`src/rtl/logic_cfg_sequencer.sv`:
```
// Serial loader for the per-fragment input-inverter bits (XAS1/XAS2/XBS1/XBS2).
// Optional chain readback on SDI is compiled in with LOGIC_CFG_READBACK_EN.
module logic_cfg_sequencer #(
    parameter int NUM_FRAGS = 8,
    parameter int CLK_DIV   = 1
) (
    input  logic       CLK,
    input  logic       RST,
    input  logic       START,
    input  logic [3:0] CFG_DATA,
    input  logic       CFG_VALID,
    output logic       CFG_READY,
    output logic       BUSY,
    output logic       SCLK,
    output logic       SDO,
    output logic       SLATCH,
`ifdef LOGIC_CFG_READBACK_EN
    output logic       DONE,
    input  logic       SDI,
    output logic [3:0] RB_DATA,
    output logic       RB_VALID
`else
    output logic       DONE
`endif
);

    localparam int FW = (NUM_FRAGS > 1) ? $clog2(NUM_FRAGS) : 1;
    localparam int DW = $clog2(CLK_DIV + 1);
    localparam logic [FW-1:0] FRAG_LAST = FW'(NUM_FRAGS - 1);
    localparam logic [DW-1:0] DIV_LAST  = DW'(CLK_DIV - 1);

    typedef enum logic [2:0] {
        S_IDLE,
        S_LOAD,
        S_SHIFT,
        S_LATCH,
        S_DONE
    } state_t;

    state_t        state_q;
    logic [FW-1:0] frag_q;
    logic [DW-1:0] div_q;
    logic [1:0]    bit_q;
    logic          phase_q;
    logic [3:0]    sreg_q;
    logic          ready_q, busy_q, sclk_q, sdo_q, slatch_q, done_q;
`ifdef LOGIC_CFG_READBACK_EN
    logic [3:0]    rb_data_q;
    logic          rb_valid_q;
`endif

    always_ff @(posedge CLK) begin
        if (RST) begin
            state_q  <= S_IDLE;
            frag_q   <= '0;
            div_q    <= '0;
            bit_q    <= '0;
            phase_q  <= 1'b0;
            sreg_q   <= '0;
            ready_q  <= 1'b0;
            busy_q   <= 1'b0;
            sclk_q   <= 1'b0;
            sdo_q    <= 1'b0;
            slatch_q <= 1'b0;
            done_q   <= 1'b0;
`ifdef LOGIC_CFG_READBACK_EN
            rb_data_q  <= '0;
            rb_valid_q <= 1'b0;
`endif
        end else begin
`ifdef LOGIC_CFG_READBACK_EN
            rb_valid_q <= 1'b0;
`endif
            case (state_q)
                S_IDLE: begin
                    if (START) begin
                        state_q <= S_LOAD;
                        frag_q  <= '0;
                        ready_q <= 1'b1;
                        busy_q  <= 1'b1;
                    end
                end
                S_LOAD: begin
                    // ready_q is high for the whole LOAD visit, so VALID alone completes the handshake
                    if (CFG_VALID) begin
                        sreg_q  <= CFG_DATA;
                        sdo_q   <= CFG_DATA[3];
                        bit_q   <= '0;
                        div_q   <= '0;
                        phase_q <= 1'b0;
                        ready_q <= 1'b0;
                        state_q <= S_SHIFT;
                    end
                end
                S_SHIFT: begin
                    if (div_q != DIV_LAST) begin
                        div_q <= div_q + 1'b1;
                    end else begin
                        div_q <= '0;
                        if (!phase_q) begin
                            phase_q <= 1'b1;
                            sclk_q  <= 1'b1;
`ifdef LOGIC_CFG_READBACK_EN
                            // sample the chain tail on the same edge the chain sees SCLK rise
                            rb_data_q  <= {rb_data_q[2:0], SDI};
                            rb_valid_q <= (bit_q == 2'd3);
`endif
                        end else begin
                            phase_q <= 1'b0;
                            sclk_q  <= 1'b0;
                            if (bit_q != 2'd3) begin
                                bit_q  <= bit_q + 2'd1;
                                sreg_q <= {sreg_q[2:0], 1'b0};
                                sdo_q  <= sreg_q[2];
                            end else if (frag_q == FRAG_LAST) begin
                                slatch_q <= 1'b1;
                                state_q  <= S_LATCH;
                            end else begin
                                frag_q  <= frag_q + 1'b1;
                                ready_q <= 1'b1;
                                state_q <= S_LOAD;
                            end
                        end
                    end
                end
                S_LATCH: begin
                    slatch_q <= 1'b0;
                    done_q   <= 1'b1;
                    state_q  <= S_DONE;
                end
                S_DONE: begin
                    done_q  <= 1'b0;
                    busy_q  <= 1'b0;
                    sdo_q   <= 1'b0;
                    state_q <= S_IDLE;
                end
                default: state_q <= S_IDLE;
            endcase
        end
    end

    assign CFG_READY = ready_q;
    assign BUSY      = busy_q;
    assign SCLK      = sclk_q;
    assign SDO       = sdo_q;
    assign SLATCH    = slatch_q;
    assign DONE      = done_q;
`ifdef LOGIC_CFG_READBACK_EN
    assign RB_DATA   = rb_data_q;
    assign RB_VALID  = rb_valid_q;
`endif

endmodule

```
`config.mk`:
```
export PLATFORM = sky130hd
export DESIGN_NAME = logic_cfg_sequencer
export DESIGN_NICKNAME = d
export VERILOG_FILES = /design/src/rtl/logic_cfg_sequencer.sv
export SDC_FILE = /design/constraint.sdc
export NUM_CORES = 1
export LEC_CHECK = 0
export ABC_AREA = 1
export BUFFER_PORTS_ARGS = -buffer_cell sky130_fd_sc_hd__buf_2
export CAP_MARGIN = 30
export CORE_MARGIN = 4
export CORE_UTILIZATION = 30
export DETAILED_ROUTE_END_ITERATION = 16
export PLACE_DENSITY = 0.52
export RECOVER_POWER = 50
export SLEW_MARGIN = 0
export SYNTH_ARGS = -nofsm -noshare
export SYNTH_HDL_FRONTEND = slang
export SYNTH_SLANG_ARGS = --single-unit
```
`constraint.sdc`:
```
create_clock -name CLK -period 1.8 [get_ports CLK]
set_input_delay 0.09 -clock CLK [delete_from_list [all_inputs] [get_ports CLK]]
set_output_delay 0.09 -clock CLK [all_outputs]
set_load 0.03 [all_outputs]
```
## Word level (Yosys, flattened, before mapping)

Index checks and enable logic that the tools add are counted.

- Add/sub/neg operators: 3
- Equal/unequal tests: 14
- Mux-type cells: 47
- Bitwise logic cells: 1
- Reduce and logical (&&, ||, !) cells: 18

Operator list:

| operator | number |
|---|---|
| 2-to-1 mux 3 bit | 14 |
| AND reduction 5 bit | 4 |
| != test 2 bit (second input constant) | 9 |
| 2-to-1 mux 1 bit | 17 |
| one-hot mux 3 bit (2 select lines) | 2 |
| one-hot mux 3 bit (4 select lines) | 1 |
| 2-to-1 mux 2 bit | 5 |
| one-hot mux 1 bit (2 select lines) | 5 |
| nonzero test 2 bit | 5 |
| AND reduction 7 bit | 1 |
| equality test 3 x 2 -> 1 bit (second input constant) | 2 |
| equality test 3 bit (second input constant) | 2 |
| one-hot mux 1 bit (3 select lines) | 2 |
| AND reduction 2 bit | 3 |
| AND reduction 6 bit | 1 |
| nonzero test 3 bit | 2 |
| one-hot mux 2 bit (2 select lines) | 1 |
| adder 3 x 1 -> 3 bit (second input constant) | 1 |
| equality test 3 x 1 -> 1 bit (second input constant) | 1 |
| zero test 3 bit | 1 |
| AND reduction 3 bit | 1 |
| adder 2 x 1 -> 2 bit (second input constant) | 1 |
| adder 1 bit (second input constant) | 1 |
| inverter 1 bit | 1 |

- Bits in registers: 19
- Bits of input ports: 8
- Word-level logic and storage cells: 95

## Depth between registers and ports, before layout

- Word-level depth: 6
- Mapped depth: 8

## Least setup slack after synthesis

No wires, ideal clock.

- Kind: flip-flop to flip-flop
- Start point: register frag_q[0]
- End point: register frag_q[0]
- Library setup time: 0.131 ns
- Data arrival time: 1.127 ns
- Data required time: 1.669 ns
- Setup slack: 0.542 ns
- Stages on the path, launching flop included: 7
- Path buffers: 0
- Clock period less this slack: 1.258 ns
- Cells stage by stage: dfxtp_1 -> ha_1 -> ha_1 -> a21oi_1 -> nand2_1 -> nand2_1 -> a21oi_1

- Word-level cells in the longest chain between the ends: 6
- Elaborated cells on any way between the ends: 9

Ends and longest elaborated chain:

| item | RTL line | RTL |
|---|---|---|
| start, declared | 41 | `logic [FW-1:0] frag_q;` |
| start signal, assigned | 119 | `frag_q <= frag_q + 1'b1;` |
| adder 3 x 1 -> 3 bit | 119 |  |
| 2-to-1 mux 3 bit | 115 | `end else if (frag_q == FRAG_LAST) begin` |
| 2-to-1 mux 3 bit | 111 | `if (bit_q != 2'd3) begin` |
| 2-to-1 mux 3 bit | 100 | `if (!phase_q) begin` |
| 2-to-1 mux 3 bit | 96 | `if (div_q != DIV_LAST) begin` |
| one-hot mux 3 bit (2 select lines) | 74 | `case (state_q)` |

Parallel ways exist; a longest one is shown, timed or not. The select of a mux whose other input is x is not followed.
A chain may end at the register's enable or synchronous reset.

## Worst setup path in the final report

- Start point: register state_q[0]
- End point: register sreg_q[0]

- Word-level cells in the longest chain between the ends: 3
- Elaborated cells on any way between the ends: 9

Ends and longest elaborated chain:

| item | RTL line | RTL |
|---|---|---|
| start, declared | 40 | `state_t state_q;` |
| start signal, assigned | 54 | `state_q <= S_IDLE;` |
| start signal, assigned | 77 | `state_q <= S_LOAD;` |
| start signal, assigned | 92 | `state_q <= S_SHIFT;` |
| equality test 3 x 2 -> 1 bit or equality test 3 x 1 -> 1 bit (tied branches) | 74 |  |
| != test 2 bit (no line) or nonzero test 2 bit (tied branches) | - |  |
| AND reduction 5 bit (no line) | - |  |
| end signal, assigned | 113 | `sreg_q <= {sreg_q[2:0], 1'b0};` |
| end, declared | 45 | `logic [3:0] sreg_q;` |

Parallel ways exist; a longest one is shown, timed or not.

==> qor.yml <==
outcome: "finished, final reports clean"
wl_per_cell_um: 10.2
cap_violations: 0
rrSetupSlack_ns: 0.31
min_path_cells: 3
min_from: "CFG_DATA[0]"
rows: 19
crit_type: "flop to flop"
ys_ff_latch: 18
use_met1_pct: 12.8
setup_viol: 0
htree_levels: 1
arrival_ns: 1.70
met3_usage_pct: 2.89
slew_headroom_pct: 73.3
power_density_nw_per_um2: 1070
clock_skew_ns: 0.00424
hold_violations: 0
track_usage_pct: 11.0
core_area_sq_um: 2780
drt_iter0_drc: 50
fin_crit_ns: 1.49
dp.cells: 172
cts_resized: 0
hold_class: "input pin to flop"
dp_slack_ns: 0.301
drive_above_1_share_pct: 8.97
portBuffers: 13
r2r-start: "state_q[0]"
drt.antenna.violating_nets: 0
final_core_util_pct: 35.4
dp.final_hpwl_um: 1400
fp.dieArea_sq_um: 3850
final_nets: 157
worst_pin_slew_ns: 0.400
grt_pass1_wl_um: 3080
antennaDiodeCount: 0
syn_area_sq_um: 876
vias: 813
cts.sinks: 18
grt_most_used_layer: "met2"
rsz0062_at_grt: "false"
grt_overflow: 0
cts_setup_buffers: 0
fin_tns_setup_ns: 0
max_freq_mhz: 670
area_growth_pct: 12.6
synth_cell_types: 16
hold_end: "sreg_q[0]"
irDropWorstVdd_mv: 0.415
critPathCaptureType: "flop"
ys_seq_area_share_pct: 41.1
die_w_um: 62.0
cp_max_fo: 13
routed_wl_um: 1800
io_pins: 14
period_share_pct: 82.9
syn_area_per_cell_sq_um: 6.69
stdcell_area_sq_um: 986
grt_max_degree: 14
required_ns: 2.01
grtUsageMet2_pct: 17.5
synth_warnings: 0
synthCells: 131
finalNonFillerCells: 176
clkTransAtPathRegs_ns: 0.11
syn-num-nets: 142
routabilityCongestion: 0.832
ff2ff_path_depth: 6
start_util_pct: 31.5
via_per_inst: 4.62
cts_buffers: 3
clock_latency_ns: 0.30
worst_r2r_endpoint: "sreg_q[0]"
setup_slack_ns: 0.308
drtPass1Iterations: 4
clk_path_buf_depth: 2
die_h_um: 62.0
leakage_nw: 0.468
ctsHoldBuffers: 0
antenna_found_initial: 0
finalMaxSlewViolations: 0
dpl-instance-area_sq_um: 957
root_buffer: "clkbuf_4"
drc: 0
grt_pass1_vias: 744
critPathLaunchType: "flop"
tritoncts: "built"
[cell usage in the layout, fill, tap and decap left out]
master / count
nor2_2: 1
nand2_1: 33
nor3_1: 1
nand3_1: 11
clkbuf_4: 3
nand3_2: 1
clkbuf_1: 6
o21ai_0: 4
dfxtp_1: 18
ha_1: 3
a21oi_1: 12
nor2_1: 21
nand4_1: 4
clkinv_1: 1
buf_2: 7
inv_1: 18
clkbuf_8: 1
[through the flow]
stage	total power [mW]	hold WS, ns
floorplan	0.755	0.231
global placement	0.816	0.321
detailed placement	0.817	0.335
CTS	1.08	0.00205
global route	1.15	0.0450
finish	1.06	0.0117
[worst max-delay path, stage by stage (launching register included)]
cell     delay, ns
dfxtp_1       0.38
nor2_2        0.18
nand2_1       0.28
nand2_1       0.17
nand3_2       0.17
a21oi_1       0.16
nor2_1        0.05
[Yosys cell counts]
master,count,area (sq um)
buf_4,1,7.51
nor2_1,21,78.8
clkinv_1,1,3.75
ha_1,3,37.5
inv_1,18,67.6
nand2_1,33,124
nor2_2,1,6.26
nand3_2,1,10.0
a21oi_1,12,60.1
nand3_1,11,55.1
dfxtp_1,18,360
buf_6,1,11.3
nor3_1,1,5.00
clkbuf_1,1,3.75
nand4_1,4,25.0
o21ai_0,4,20.0
[state kept, by name, indices dropped and copies added, names as in the netlist]
name / flops
phase_q: 1
CFG_READY: 1
state_q: 3
BUSY: 1
SDO: 1
SCLK: 1
bit_q: 2
sreg_q: 3
DONE: 1
frag_q: 3
SLATCH: 1
[report_power, final]
group | switching (mW) | internal [mW] | leakage (nW) | total, mW
sequential | 0.0395 | 0.451 | 0.147 | 0.491
combinational | 0.214 | 0.0950 | 0.300 | 0.309
clock | 0.133 | 0.124 | 0.0210 | 0.256
[how the worst max path moves through the flow]
| stage | depth (start not counted) | from | to |
|---|---|---|---|
| floorplan | 6 | frag_q[0] | frag_q[0] |
| global placement | 6 | state_q[0] | sreg_q[0] |
| detailed placement | 6 | state_q[0] | sreg_q[0] |
| CTS | 6 | state_q[0] | sreg_q[0] |
| global route | 7 | state_q[0] | sreg_q[0] |
| finish | 6 | state_q[0] | sreg_q[0] |
[final cells by class]
class                   count  area (sq um)
multi-input cells          91           422
flip-flops and latches     18           360
well taps                  31          38.8
repair buffers             13          57.6
clock buffers               4          36.3
fillers                   320          1800
inverters                  19          71.3
[routing by layer]
layer | vias to the layer above | routed length, um
li1 | 445 | -
met1 | 352 | 843
met2 | 11 | 817
met3 | 5 | 84
met4 | 0 | 55
met5 | - | 0
[kinds of logic (layout without fill, tap and decap cells)]
logic type,count (synthesis),after routing,synth area share [%]
and+or+nand+nor,72,72,34.7
buffers and inverters,22,36,10.7
DFF,18,18,41.1
AOI/OAI and AO/OA,16,16,9.14
adders and majority gates,3,3,4.29
No activity file was read; power rests on OpenSTA's default activity.
